## src/rtl/run_length_detector.sv

```systemverilog
// run_length_detector: flags runs of N equal qualified bits on a serial stream, with saturating run and hit counters
module run_length_detector #(
  parameter int CNT_W = 5,
  parameter int HIT_W = 8
) (
  input  logic             clk,
  input  logic             reset,
  input  logic             en,
  input  logic             w,
  input  logic [CNT_W-1:0] run_len,
  input  logic [1:0]       mode,
  input  logic             clr_hits,
  output logic             z,
  output logic             z0,
  output logic             z1,
  output logic [2:0]       state,
  output logic [CNT_W-1:0] run_cnt,
  output logic [HIT_W-1:0] hit_cnt
);
  typedef enum logic [2:0] {S_INIT = 3'b001, S_ZERO = 3'b010, S_ONE = 3'b100} state_t;
  localparam logic [CNT_W-1:0] CNT_MAX = '1;
  localparam logic [HIT_W-1:0] HIT_MAX = '1;
  state_t state_q, state_d;
  logic [CNT_W-1:0] run_cnt_q, run_cnt_d, thr, run_inc;
  logic [HIT_W-1:0] hit_cnt_q, hit_cnt_d;
  logic legal, hit;
  assign thr     = (run_len == '0) ? CNT_W'(1) : run_len;
  assign run_inc = (run_cnt_q == CNT_MAX) ? CNT_MAX : run_cnt_q + CNT_W'(1);
  assign legal   = state_q inside {S_INIT, S_ZERO, S_ONE};
  // Next state and run length; a run restarts at 1 whenever the polarity changes
  always_comb begin
    state_d   = state_q;
    run_cnt_d = run_cnt_q;
    if (!legal) begin
      state_d   = S_INIT;
      run_cnt_d = '0;
    end else if (en) begin
      state_d   = w ? S_ONE : S_ZERO;
      run_cnt_d = (state_d == state_q) ? run_inc : CNT_W'(1);
    end
  end
  // Count a run once, on the update where its length first equals the threshold
  always_comb begin
    hit = legal & en & (run_cnt_d == thr)
        & ((state_d != state_q) | (run_cnt_d != run_cnt_q))
        & ((state_d == S_ZERO) ? mode[0] : mode[1]);
    hit_cnt_d = clr_hits ? '0 : (hit && hit_cnt_q != HIT_MAX) ? hit_cnt_q + HIT_W'(1) : hit_cnt_q;
  end
  // State registers with synchronous reset
  always_ff @(posedge clk) begin
    if (reset) begin
      state_q   <= S_INIT;
      run_cnt_q <= '0;
      hit_cnt_q <= '0;
    end else begin
      state_q   <= state_d;
      run_cnt_q <= run_cnt_d;
      hit_cnt_q <= hit_cnt_d;
    end
  end
  assign z0      = state_q[1] & (run_cnt_q >= thr) & mode[0];
  assign z1      = state_q[2] & (run_cnt_q >= thr) & mode[1];
  assign z       = z0 | z1;
  assign state   = state_q;
  assign run_cnt = run_cnt_q;
  assign hit_cnt = hit_cnt_q;
endmodule

```

## config.mk

```make
export PLATFORM = sky130hd
export DESIGN_NAME = run_length_detector
export DESIGN_NICKNAME = d
export VERILOG_FILES = /design/src/rtl/run_length_detector.sv
export SDC_FILE = /design/constraint.sdc
export NUM_CORES = 1
export LEC_CHECK = 0
export CAP_MARGIN = 10
export CORE_MARGIN = 5
export CORE_UTILIZATION = 44
export DETAILED_ROUTE_END_ITERATION = 12
export GPL_ROUTABILITY_DRIVEN = 1
export PLACE_DENSITY_LB_ADDON = 0.15
export SLEW_MARGIN = 10
export SYNTH_ARGS = -nofsm -noshare
export SYNTH_HDL_FRONTEND = slang
export SYNTH_SLANG_ARGS = --single-unit
```

## constraint.sdc

```tcl
create_clock -name clk -period 2.1 [get_ports clk]
set_input_delay 0.21 -clock clk [delete_from_list [all_inputs] [get_ports clk]]
set_output_delay 0.21 -clock clk [all_outputs]
set_load 0.05 [all_outputs]
```

-- After elaboration in Yosys (flattened, before gate mapping)
Index checks and enable logic that the tools add are counted.
- bits in registers: 16
- output and inout bits: 19
- memory bits (read-only): 0
- bits in latches: 0
- RAM bits: 0
- word-level logic and storage cells: 39
- memories kept: 0
- equal/unequal tests: 10
- shift-type cells: 0
- add/subtract/negate cells: 2
- multiply operators: 0
- bitwise gates (word level): 10
- divide/modulo/power cells: 0
- magnitude comparators: 1
- reduce and logical (&&, ||, !) cells: 4
- multiplexer cells: 9
- operators with widths (cell ; count):
    5-bit 2-to-1 mux ; 5
    3-bit 2-to-1 mux ; 3
    8-bit by 1-bit adder with 8-bit output, second input constant ; 1
    1-bit AND ; 8
    8-bit inequality test, second input constant ; 1
    3-bit by 2-bit equality test with 1-bit output, second input constant ; 2
    5-bit by 1-bit adder with 5-bit output, second input constant ; 1
    5-bit equality test ; 1
    5-bit equality test, second input constant ; 1
    5-bit >= comparator ; 1
    5-bit logical NOT ; 1
    5-bit inequality test ; 1
    3-bit by 1-bit equality test with 1-bit output, second input constant ; 1
    3-bit equality test ; 1
    3-bit equality test, second input constant ; 1
    3-bit inequality test ; 1
    3-bit nonzero test ; 1
    1-bit OR ; 2
    2-bit OR reduction ; 1
    1-bit logical AND ; 1
    1-bit 2-to-1 mux ; 1

-- Longest topological paths before layout
Gate-level depths: netlist of run 1.
- depth after elaboration: 10
- gate-level depth with buffers: 11

-- Worst setup path before layout of run 1
OpenSTA, ideal clock, no wires.
- path kind: register to output
- from: register run_cnt_q[0] (netlist: run_cnt[0])
- to: output z
- data arrival time: 2.858 ns
- cell stages (with the launch flop): 11
- buffers on the path: 1
- path slack: -0.968 ns
- cells stage by stage: dfxtp_1 -> clkbuf_1 -> inv_1 -> ha_1 -> nand2b_1 -> a21o_1 -> a21oi_1 -> nor2b_1 -> o21ai_0 -> nand2b_1 -> a21boi_0
- word-level cells in the longest chain between the ends: 4
- elaborated cells on any way between the ends: 6
- those cells by class: order compare: 1; bitwise: 5
- ends and longest elaborated chain (item ; line ; RTL):
    from (decl) ; 24 ; logic [CNT_W-1:0] run_cnt_q, run_cnt_d, thr, run_inc;
    from (signal assigned) ; 57 ; run_cnt_q <= run_cnt_d;
    5-bit >= comparator * ; 61, 62 ;
    1-bit AND (on tied branches) (2 in a row) ; 61, 62 ;
    1-bit OR * ; 63 ; assign z = z0 | z1;
    to (decl) ; 13 ; output logic z,
Mark *: on every way between the ends. The rest lies on a longest branch, timed or not.

-- Worst setup path after layout of run 1
- from: input run_len[3]
- to: output z
- word-level cells in the longest chain between the ends: 6
- elaborated cells on any way between the ends: 8
- those cells by class: order compare: 1; mux: 1; bitwise: 5; reduce/logical: 1
- ends and longest elaborated chain (item ; line ; RTL):
    from (decl) ; 10 ; input logic [CNT_W-1:0] run_len,
    5-bit logical NOT ; 27 ; assign thr = (run_len == '0) ? CNT_W'(1) : run_len;
    5-bit 2-to-1 mux * ; 27 ;
    5-bit >= comparator * ; 61, 62 ;
    1-bit AND (on tied branches) (2 in a row) ; 61, 62 ;
    1-bit OR * ; 63 ;
Marked as above.

==> key figures, run 1 <==
CTS
  – CTS buffer count: 3
  – Clock Path Buffers: 2
  – CTS clk-pin slew, worst paths: 0.09 ns
  – CTS Hold Buffers Added: 0
  – Skew-Pair Late Insertion Delay: 0.29 ns
  – H-tree depth reported by CTS: 1
  – Clk sinks: 16
  – CTS tree: yes
  – CTS root buf: clkbuf_4

Placement
  – I/O Buffers: 30
  – Dpl cells: 241
  – Area after DPL: approximately 1800 µm²
  – Gp weighted congestion: 0.9103
  – Post-placement setup slack: -0.5179 ns
  – Dpl hpwl: between 2000 and 3000 µm

Detailed routing
  – Routed len/inst: 15.13 µm
  – Antenna-violating nets left: 0
  – Drt initial violations: 142
  – Vias per Instance: 5.710
  – Drt first pass iters: 4
  – DRC: 0
  – WL final: 3918 µm
  – Vias: between 1000 and 1500

Logic synthesis
  – Post-synthesis compound-gate area fraction: a little over a fifth
  – Sequential fraction of the synthesis area: a little over a quarter
  – Gate Count Post-Synth: 150
  – Synth Area in XOR/XNOR: between 2 and 2.5%
  – Mux contribution to synthesized area: slightly above 8%
  – Post-Syn Nets: between 150 and 200
  – Main combinational cell family by area after synthesis: simple AND/OR/NAND/NOR gates
  – Synth Flop Type: dfxtp_1
  – Synth Area in Simple Gates: between 20% and 30%
  – FF+latch count, synth: 16
  – Syn Std Cell Area: 1216 µm²
  – Syn. warnings: 0
  – Async SR Flop Fraction: 0%
  – Synth cell types: 45
  – EDFF count, synth: 0
  – Synth Area in Adders: 7.202%
  – Syn avg cell area: 8.108 µm²

Power
  – Peak supply drop: 0.5249 mV
  – LEAKAGE: 0.8864 nW
  – Logic gate share of total power: 40.1%
  – Internal power: 0.5866 mW
  – Total chip power: between 0.8 and 0.9 mW
  – Net Sw Frac: 33.19%
  – Psw: roughly 0.3 mW
  – Clock power frac: 23.0%
  – Sequential share of power: 36.9%
  – Power per standard cell area: 412.6 nW/µm²

Critical path
  – Length in cells of the worst reg-to-reg path: 8
  – WS Path Type: primary input to output pin
  – RR Endpoint: hit_cnt[7]
  – Required time worst endpoint: 1.89 ns
  – Worst EP arrival: 2.05 ns
  – R2R setup slack: -0.13 ns
  – Setup crit start: run_len[3]
  – CP Max Fanout: 3
  – Setup crit end kind: output pin
  – Nature of the critical path startpoint: primary input
  – Crit Reg-Reg Startpoint: state[1]
  – End of the critical path: z

Global routing
  – Global route total overflow: 0
  – Vias in the first global route: 1416
  – Initial antenna violation count: 0
  – GRT Total Usage: 20.01%
  – Largest net degree at the start of global routing: 11
  – First-pass GRT wire length: 6499 µm

Timing
  – Final Cycle Share: 107.4%
  – Fin Hold WS: 0.5055 ns
  – Final setup margin: -0.1551 ns
  – Total Neg Setup Slack: -1.268 ns
  – Final setup fails: 11
  – Relative slew slack: 58.85%
  – Pins Over Slew Limit: 0
  – Final hold violation count: 0
  – Fmax: roughly 0.44 GHz
  – Worst Clk Skew: 0.006272 ns
  – Crit path time final: approximately 2.3 ns
  – RSZ-0062 raised after global routing: yes
  – Worst-Margin Slew: 0.6150 ns

Layout
  – Most frequent cells in the layout: buf_4, clkdlybuf4s50_1, nand2_1
  – ANT cells: 0
  – Non-Filler Instances: approximately 260
  – Nets: ~250
  – Layout area overhead: 75.00%
  – Post-route cell area: 2128 µm²
  – Post-layout util: 78.53%
  – Share of layout cells above drive strength 1: between 40% and 50%
  – Commonest non-fill, non-tap cell in the layout: buf_4

Floorplanning
  – Starting Density: between 40% and 50%
  – Row count: 19
  – Die Area: approximately 3900 µm²
  – Die Width: 62.58 µm
  – Core area: ~2700 µm²
  – IO Pins: 31
  – Die Span Y: between 60 and 70 µm

Hold path
  – Min-delay worst type: register to register

Status
  – Status: finished, violations left
  – Failing checks: negative setup slack

Flow run
  – # Max-Cap Violations: 0
[cells by family after synthesis]
| kind of cell | Yosys count |
|---|---|
| DFF | 16 |
| AOI/OAI and AO/OA | 34 |
| adders and majority gates | 7 |
| and+or+nand+nor | 67 |
| xor gates and xnor gates | 3 |
| muxes | 10 |
| buffers and inverters | 13 |
[power groups by stage]
stage,Combinational (mW),Sequential (mW),Clock [mW]
6_report,0.352,0.324,0.202
5_1_grt,0.377,0.326,0.233
4_1_cts,0.333,0.325,0.208
3_5_place_dp,0.284,0.331,0
3_3_place_gp,0.278,0.330,0
2_1_floorplan,0.131,0.357,0
[synth_stat cells (all sizes together), types with 5 or more instances]
library cell	n	area [µm²]
a21oi	7	35.03
dfxtp	16	320.3
ha	7	87.58
inv	7	26.28
mux2i	10	100.1
nand2	17	63.81
nand3	9	50.05
nand4	5	31.28
nor2	10	37.54
nor2b	5	31.28
nor3	5	30.03
or3	5	31.28
[state kept, by name, summed over array words and instances (netlist names)]
signal   flops
run_cnt      5
hit_cnt      8
state        3
[layer usage]
metal	vias to the layer above	part of all wire, %	GRT usage, %	wire length, µm
li1	710	-	-	-
met1	691	41	24.10	1603
met2	70	51	34.46	1986
met3	8	6.6	5.216	259
met4	0	1.7	6.101	68
met5	-	0	0	0
[area by class of cell]
type                            instances  area (µm²)
Clock buffer                            4       36.28
Inverter                                7       28.78
Multi-Input combinational cell        121       992.2
Timing Repair Buffer                   80       693.2
Tap cell                               31       38.79
Fill cell                             180       581.8
Sequential cell                        16       339.1
[worst min path at each step]
| stage | startpoint | slack, ns | to | cells after the start |
|---|---|---|---|---|
| after floorplan | w | 0.36 | state[2] | 2 |
| after global placement | hit_cnt[4] | 0.48 | hit_cnt[4] | 2 |
| after detailed placement | hit_cnt[4] | 0.49 | hit_cnt[4] | 2 |
| after CTS | hit_cnt[4] | 0.50 | hit_cnt[4] | 2 |
| after global routing | hit_cnt[4] | 0.54 | hit_cnt[4] | 2 |
| final | hit_cnt[4] | 0.51 | hit_cnt[4] | 2 |
[worst max-delay path, cell delays in order]
cell and delay (ns):
clkdlybuf4s15_1 0.20, inv_1 0.07, a31oi_2 0.23, inv_2 0.07, ha_4 0.23, nand2b_4 0.12, a21o_1 0.17, a21oi_2 0.15
nor2b_1 0.06, o21ai_1 0.11, nand2b_1 0.10, a21boi_2 0.17, buf_6 0.15
[timing repair]
| action | 4_1_cts | 5_1_grt |
|---|---|---|
| gates cloned | 0 | 0 |
| pin swaps | 14 | 7 |
| gates resized for setup | 29 | 10 |
| buffers inserted | 10 | 4 |
| setup endpoints to repair | 11 | 11 |
No activity file was read; power rests on OpenSTA's default activity.
==> inputs of run 2 (changes only) <==
--- a/config.mk
+++ b/config.mk
@@ -7,10 +7,12 @@
 export LEC_CHECK = 0
 export CAP_MARGIN = 10
 export CORE_MARGIN = 5
-export CORE_UTILIZATION = 44
+export CORE_UTILIZATION = 50
+export CTS_CLUSTER_SIZE = 10
 export DETAILED_ROUTE_END_ITERATION = 12
 export GPL_ROUTABILITY_DRIVEN = 1
 export PLACE_DENSITY_LB_ADDON = 0.15
+export SETUP_SLACK_MARGIN = 0.02
 export SLEW_MARGIN = 10
 export SYNTH_ARGS = -nofsm -noshare
 export SYNTH_HDL_FRONTEND = slang
==> constraint.sdc (replaced) <==
create_clock -name clk -period 2.9 [get_ports clk]
set_input_delay 0.29 -clock clk [delete_from_list [all_inputs] [get_ports clk]]
set_output_delay 0.29 -clock clk [all_outputs]
set_load 0.05 [all_outputs]
==> key figures, run 2 (synthesized netlist as in run 1, its figures left out) <==
Power
  – Internal power: 0.3716 mW (-37%)
  – Sequential share of power: 42.6% (+5.7 points)
  – Logic gate share of total power: 30.7% (-9.4 points)
  – Peak supply drop: 0.3995 mV (-24%)
  – Total chip power: 0.5526 mW (-37%)
  – Power per standard cell area: 339.5 nW/µm² (-18%)
  – Net Sw Frac: 32.76% (-0.43 points)
  – LEAKAGE: 0.6701 nW (-24%)
  – Clock power frac: 26.7% (+3.7 points)
  – Psw: 0.1810 mW (-38%)

Critical path
  – RR Endpoint: hit_cnt[2]
  – CP Max Fanout: 3 (unchanged)
  – Most used cell along the critical path: nand2b_1
  – Setup crit end kind: output pin
  – CP peak stage delay: 0.44 ns (+0.21 ns)
  – Worst EP arrival: 2.30 ns (+0.25 ns)
  – Nature of the critical path startpoint: primary input
  – Crit Reg-Reg Startpoint: run_cnt[1]
  – Worst path cell trace: clkdlybuf4s50_1, a31oi_4, inv_1, ha_1, nand2b_1, a21o_1, a21oi_1, nor2b_1, o21ai_1, nand2b_1, a21boi_1, buf_4
  – R2R setup slack: 0.35 ns (+0.48 ns)
  – Slowest library cell on the worst path: clkdlybuf4s50_1
  – WS Path Type: primary input to output pin
  – Crit path max-delay family: compound AO/OA/AOI/OAI gates
  – Buf/Inv on CP: 3 (-1)
  – Length in cells of the worst reg-to-reg path: 9 (+1)
  – Required time worst endpoint: 2.61 ns (+0.72 ns)

CTS
  – Skew-Pair Late Insertion Delay: 0.29 ns (about the same)
  – CTS clk-pin slew, worst paths: 0.08 ns (about the same)
  – Clk sinks: 16 (unchanged)
  – CTS Hold Buffers Added: 0 (unchanged)
  – CTS tree: yes
  – H-tree depth reported by CTS: 1 (unchanged)
  – CTS buffer count: 3 (unchanged)
  – Post CTS Setup Buffer Count: 0 (-10)
  – CTS root buf: clkbuf_4
  – Clock Path Buffers: 2 (unchanged)

Timing
  – Pins Over Slew Limit: 0 (unchanged)
  – Final setup fails: 0 (-11)
  – Crit path time final: 2.593 ns
  – Final hold violation count: 0 (unchanged)
  – Relative slew slack: 55.95% (-2.9 points)
  – Final Cycle Share: 89.40%
  – Fmax: a little under 0.4 GHz
  – Worst Clk Skew: 0.01167 ns (+0.005403 ns)
  – Worst-Margin Slew: 0.6584 ns (+0.04338 ns)
  – Final setup margin: 0.3074 ns (+0.4626 ns)
  – RSZ-0062 raised after global routing: no

Layout
  – Fillers: 190 (+5.6%)
  – Layout area overhead: 33.85%
  – Commonest non-fill, non-tap cell in the layout: clkdlybuf4s50_1
  – Max FFs per register: 8 (unchanged)
  – Footprint of the multi-input gates: 858.3 µm² (-13%)
  – Post-layout util: 71.52% (-7.0 points)
  – ANT cells: 0 (unchanged)
  – Most frequent cells in the layout: clkdlybuf4s50_1, nand2_1, dfxtp_1
  – Seq. cell area: 320.3 µm² (-5.5%)
  – Nets: 205 (-17%)
  – Share of layout cells above drive strength 1: 13.51% (-27 points)

Global routing
  – First-pass GRT wire length: 5692 µm (-12%)
  – GRT Total Usage: 20.81% (+0.81 points)
  – Global route total overflow: 0 (unchanged)
  – Largest net degree at the start of global routing: 11 (unchanged)
  – Vias in the first global route: 1202 (-15%)
  – Initial antenna violation count: 0 (unchanged)

Detailed routing
  – Routed len/inst: 15.48 µm (+2.3%)
  – DRC: 0 (unchanged)
  – WL final: 3297 µm (-16%)
  – Drt initial violations: 42 (-70%)
  – Antenna-violating nets left: 0 (unchanged)
  – Vias per Instance: 6.056 (+6.1%)
  – Vias: 1290 (-13%)
  – Drt first pass iters: 5 (+1)

Hold path
  – Min-Delay Startpoint: hit_cnt[4]
  – Worst hold path cell count: 2 (unchanged)
  – Min-delay worst type: register to register
  – Hold EP: hit_cnt[4]

Floorplanning
  – Core area: 2276 µm² (-16%)
  – Die Span Y: 59.32 µm (-5.2%)
  – Starting Density: 53.44% (+8.6 points)
  – Die Area: 3519 µm² (-10%)
  – Die Width: 59.32 µm (-5.2%)
  – IO Pins: 31 (unchanged)
  – Row count: 17 (-2)

Placement
  – Dpl hpwl: 2611 µm (-9.1%)
  – Post-placement setup slack: -0.06095 ns (+0.4570 ns)
  – Gp weighted congestion: 0.9553 (+4.9%)
  – I/O Buffers: 30 (unchanged)

Flow run
  – # Max-Cap Violations: 0 (unchanged)

Status
  – Status: finished clean
[run 2: cell count changes in the layout (fill, tap and decap cells not counted), moves of 3 or more]
| cell | delta |
|---|---|
| nor2b_1 | +3 |
| dfxtp_1 | +7 |
| buf_6 | -5 |
| dfxtp_2 | -3 |
| dlymetal6s2s_1 | +3 |
| buf_4 | -37 |
| dfxtp_4 | -4 |
| clkdlybuf4s15_1 | -4 |
| nor2b_4 | -3 |
[run 2: power by group through the flow]
stage / Clock, mW / Sequential [mW] / Combinational, mW
final: 0.147 / 0.236 / 0.170
after global routing: 0.164 / 0.238 / 0.185
after CTS: 0.151 / 0.236 / 0.168
after detailed placement: 0 / 0.241 / 0.165
after global placement: 0 / 0.240 / 0.160
after floorplan: 0 / 0.258 / 0.0908
[run 2: per-stage QoR]
stage | std cells | TNS, ns | cell area [µm²] | hold WS (ns)
after floorplan | 150 | 0 | 1216 | 0.4372
after global placement | 209 | 0 | 1562 | 0.4744
after detailed placement | 209 | -0.1773 | 1562 | 0.4868
after CTS | 213 | 0 | 1612 | 0.5003
after global routing | 213 | 0 | 1628 | 0.5439
final | 213 | 0 | 1628 | 0.4968
[run 2: how the worst max path moves through the flow]
stage / from / to / slack (ns) / cells after the start
after floorplan: run_cnt[1] / hit_cnt[6] / 0.11 / 8
after global placement: run_len[4] / z / 0.09 / 13
after detailed placement: run_len[4] / z / -0.06 / 13
after CTS: run_len[4] / z / 0.02 / 13
after global routing: run_cnt[1] / hit_cnt[2] / 0.13 / 9
final: run_len[0] / z / 0.31 / 12
[run 2: timing repair]
| action | 4_1_cts | 5_1_grt |
|---|---|---|
| pin swaps | 1 | 0 |
| setup endpoints to repair | 3 | 11 |
| gates cloned | 0 | 0 |
| resized for setup | 3 | 7 |
[run 2: cell type report]
| class | instances | area share [%] |
|---|---|---|
| clock buffers | 4 | 2.229 |
| inverters | 7 | 1.614 |
| multi-input cells | 121 | 52.73 |
| flip-flops and latches | 16 | 19.68 |
| well taps | 28 | 2.152 |
| repair buffers | 37 | 21.60 |
[run 2: routing by layer]
metal  vias to the layer above  GRT usage, %  routed length (µm)
li1                        624             -                   -
met1                       601         27.17                1458
met2                        57         33.07                1552
met3                         8         6.318                 231
met4                         0         5.502                  53
met5                         -             0                   0
[run 2: tightest hold or removal path: cells and delay by family, from the launching register on]
| kind | cells | cell delay, ns |
|---|---|---|
| simple gates | 1 | 0.06 |
| mux | 1 | 0.06 |
| flops | 1 | 0.34 |
==> inputs of run 3 (changes only) <==
--- a/config.mk
+++ b/config.mk
@@ -6,7 +6,7 @@
 export NUM_CORES = 1
 export LEC_CHECK = 0
 export CAP_MARGIN = 10
-export CORE_MARGIN = 5
+export CORE_MARGIN = 2
 export CORE_UTILIZATION = 50
 export CTS_CLUSTER_SIZE = 10
 export DETAILED_ROUTE_END_ITERATION = 12
==> key figures, run 3 (synthesized netlist as in run 1, its figures left out) <==
Status
  – Status: finished clean

Floorplanning
  – Starting Density: 53.94% (+0.50 points)
  – Row count: 17 (unchanged)
  – IO Pins: 31 (unchanged)
  – Die Span Y: 53.32 µm (-10%)
  – Die Width: 53.32 µm (-10%)
  – Die Area: 2843 µm² (-19%)
  – Core area: 2255 µm² (-0.93%)

CTS
  – CTS root buf: clkbuf_4
  – Clock Path Buffers: 2 (unchanged)
  – CTS clk-pin slew, worst paths: 0.09 ns (about the same)
  – CTS Hold Buffers Added: 0 (unchanged)
  – CTS tree: yes
  – CTS buffer count: 3 (unchanged)
  – H-tree depth reported by CTS: 1 (unchanged)
  – Skew-Pair Late Insertion Delay: 0.29 ns (about the same)
  – Clk sinks: 16 (unchanged)

Global routing
  – Global route total overflow: 0 (unchanged)
  – GRT Total Usage: 24.53% (+3.7 points)
  – First-pass GRT wire length: 5202 µm (-8.6%)
  – Largest net degree at the start of global routing: 11 (unchanged)
  – Initial antenna violation count: 0 (unchanged)
  – Vias in the first global route: 1195 (-0.58%)

Placement
  – Dpl hpwl: 2356 µm (-9.7%)
  – Gp weighted congestion: 0.9867 (+3.3%)
  – Area after DPL: 1562 µm² (unchanged)
  – I/O Buffers: 30 (unchanged)

Detailed routing
  – Antenna-violating nets left: 0 (unchanged)
  – DR top layer: met4
  – Metal1 wirelength: 1427 µm (-2.1%)
  – Vias per Instance: 5.995 (-1.0%)
  – Routed wl met3: 203 µm (-12%)
  – Met2 WL: 1433 µm (-7.7%)
  – Routed len/inst: 14.46 µm (-6.6%)
  – Vias: 1277 (-1.0%)
  – DRC: 0 (unchanged)
  – WL final: 3081 µm (-6.6%)
  – Drt initial violations: 36 (-14%)
  – Drt first pass iters: 4 (-1)

Hold path
  – Worst hold path cell count: 2 (unchanged)
  – Min-delay worst type: register to register

Critical path
  – CP Max Fanout: 8 (+5)
  – Crit path max-delay family: compound AO/OA/AOI/OAI gates
  – Most used cell along the critical path: nand4_1
  – Slowest library cell on the worst path: a2111oi_0
  – CP Depth: 9 (-3)
  – CP peak stage delay: 0.58 ns (+0.14 ns)
  – Length in cells of the worst reg-to-reg path: 9 (unchanged)
  – WS Path Type: register to register
  – Worst path cell trace: ha_1, nand4_1, nor2b_1, a2111oi_0, o2111ai_1, a2111oi_4, buf_4, nand4_1, mux2i_1
  – Required time worst endpoint: 3.08 ns (+0.47 ns)
  – Worst EP arrival: 2.89 ns (+0.59 ns)
  – Setup crit end kind: register
  – Buf/Inv on CP: 1 (-2)
  – Nature of the critical path startpoint: register

Timing
  – Fmax: 0.3685 GHz (-4.5%)
  – Worst-Margin Slew: 0.6070 ns (-0.05131 ns)
  – Relative slew slack: 59.38% (+3.4 points)
  – Final Cycle Share: 93.57% (+4.2 points)
  – Total Neg Setup Slack: 0 ns (unchanged)
  – RSZ-0062 raised after global routing: no
  – Final setup fails: 0 (unchanged)
  – Worst Clk Skew: 0.004799 ns (-0.006876 ns)
  – Pins Over Slew Limit: 0 (unchanged)
  – Final hold violation count: 0 (unchanged)
  – Crit path time final: 2.714 ns (+0.1211 ns)

Power
  – Sequential share of power: 42.8% (+0.2 points)
  – Clock power frac: 26.6% (about the same)
  – Logic gate share of total power: 30.5% (-0.2 points)
  – LEAKAGE: 0.6750 nW (+0.73%)
  – Peak supply drop: 0.2642 mV (-34%)
  – Power per standard cell area: 338.3 nW/µm² (-0.33%)
  – Internal power: 0.3714 mW (about the same)
  – Psw: 0.1785 mW (-1.4%)
  – Net Sw Frac: 32.46% (-0.30 points)

Layout
  – Layout area overhead: 33.64%
  – Most frequent cells in the layout: clkdlybuf4s50_1, nand2_1, dfxtp_1
  – Fillers: 194 (+2.1%)
  – Commonest non-fill, non-tap cell in the layout: clkdlybuf4s50_1
  – Post-route cell area: 1625 µm² (-0.15%)
  – ANT cells: 0 (unchanged)
  – Nets: 205 (unchanged)
  – Max FFs per register: 8 (unchanged)
  – Share of layout cells above drive strength 1: 14.05% (+0.54 points)

Flow run
  – # Max-Cap Violations: 0 (unchanged)
## run 3: changes by cell type in the layout (fill, tap and decap cells not counted), sizes merged
cell / change
dlygate4sd2: -1
dlymetal6s2s: +1
## run 3: metrics by stage
| stage | instances | total power, mW | hold WS [ns] | utilization [%] | setup slack (ns) |
|---|---|---|---|---|---|
| after CTS | 213 | 0.5500 | 0.5088 | 71.14 | 0.03668 |
| final | 213 | 0.5499 | 0.5091 | 72.09 | 0.1863 |
| after detailed placement | 209 | 0.4037 | 0.4930 | 69.26 | 0.01495 |
| after global placement | 209 | 0.4009 | 0.4742 | 69.26 | 0.08585 |
| after global routing | 213 | 0.5796 | 0.5299 | 72.09 | 0.03329 |
| after floorplan | 150 | 0.3483 | 0.4372 | - | 0.1124 |
## run 3: timing repair
item                                    in CTS  in global routing
buffers inserted                             0                  0
resized for setup                            1                  9
endpoints found under the setup margin       3                  3
endpoints found under the hold margin        0                  0
pin swaps                                    1                  0
## run 3: worst register-to-register path, delay by kind of cell, from the launching register on
| kind | cells | cell delay [ns] |
|---|---|---|
| AO/OA/AOI/OAI | 3 | 1.09 |
| buffers and inverters | 1 | 0.21 |
| AND/OR/NAND/NOR | 3 | 0.50 |
| multiplexers | 1 | 0.15 |
| flip-flops | 1 | 0.36 |
| adder cells (fa/ha/maj) | 1 | 0.28 |
## run 3: final timing paths
| check | slack, ns | from | endpoint |
|---|---|---|---|
| worst max-delay path | 0.19 | run_cnt[1] | hit_cnt[2] |
| worst min-delay path | 0.51 | hit_cnt[1] | hit_cnt[1] |
| worst max register to register | 0.19 | run_cnt[1] | hit_cnt[2] |
| worst min register to register | 0.51 | hit_cnt[1] | hit_cnt[1] |
## run 3: power groups by stage
stage	combinational [mW]	sequential [mW]	clock, mW
finish	0.168	0.235	0.146
global route	0.183	0.237	0.160
CTS	0.164	0.236	0.150
detailed placement	0.163	0.241	0
global placement	0.161	0.240	0
floorplan	0.0908	0.258	0
## run 3: per-layer routing
metal	global-route usage [%]	vias up
met2	39.71	54
li1	-	622
met3	5.085	4
met4	7.692	0
met5	0	-
met1	32.19	597
## run 3: cell type report
type                    count  area (µm²)  area share [%]
repair buffers             37       355.3           21.86
flip-flops and latches     16       320.3           19.71
well taps                  28       35.03           2.156
inverters                   7       26.28           1.617
multi-input cells         121       852.1           52.42
clock buffers               4       36.28           2.232
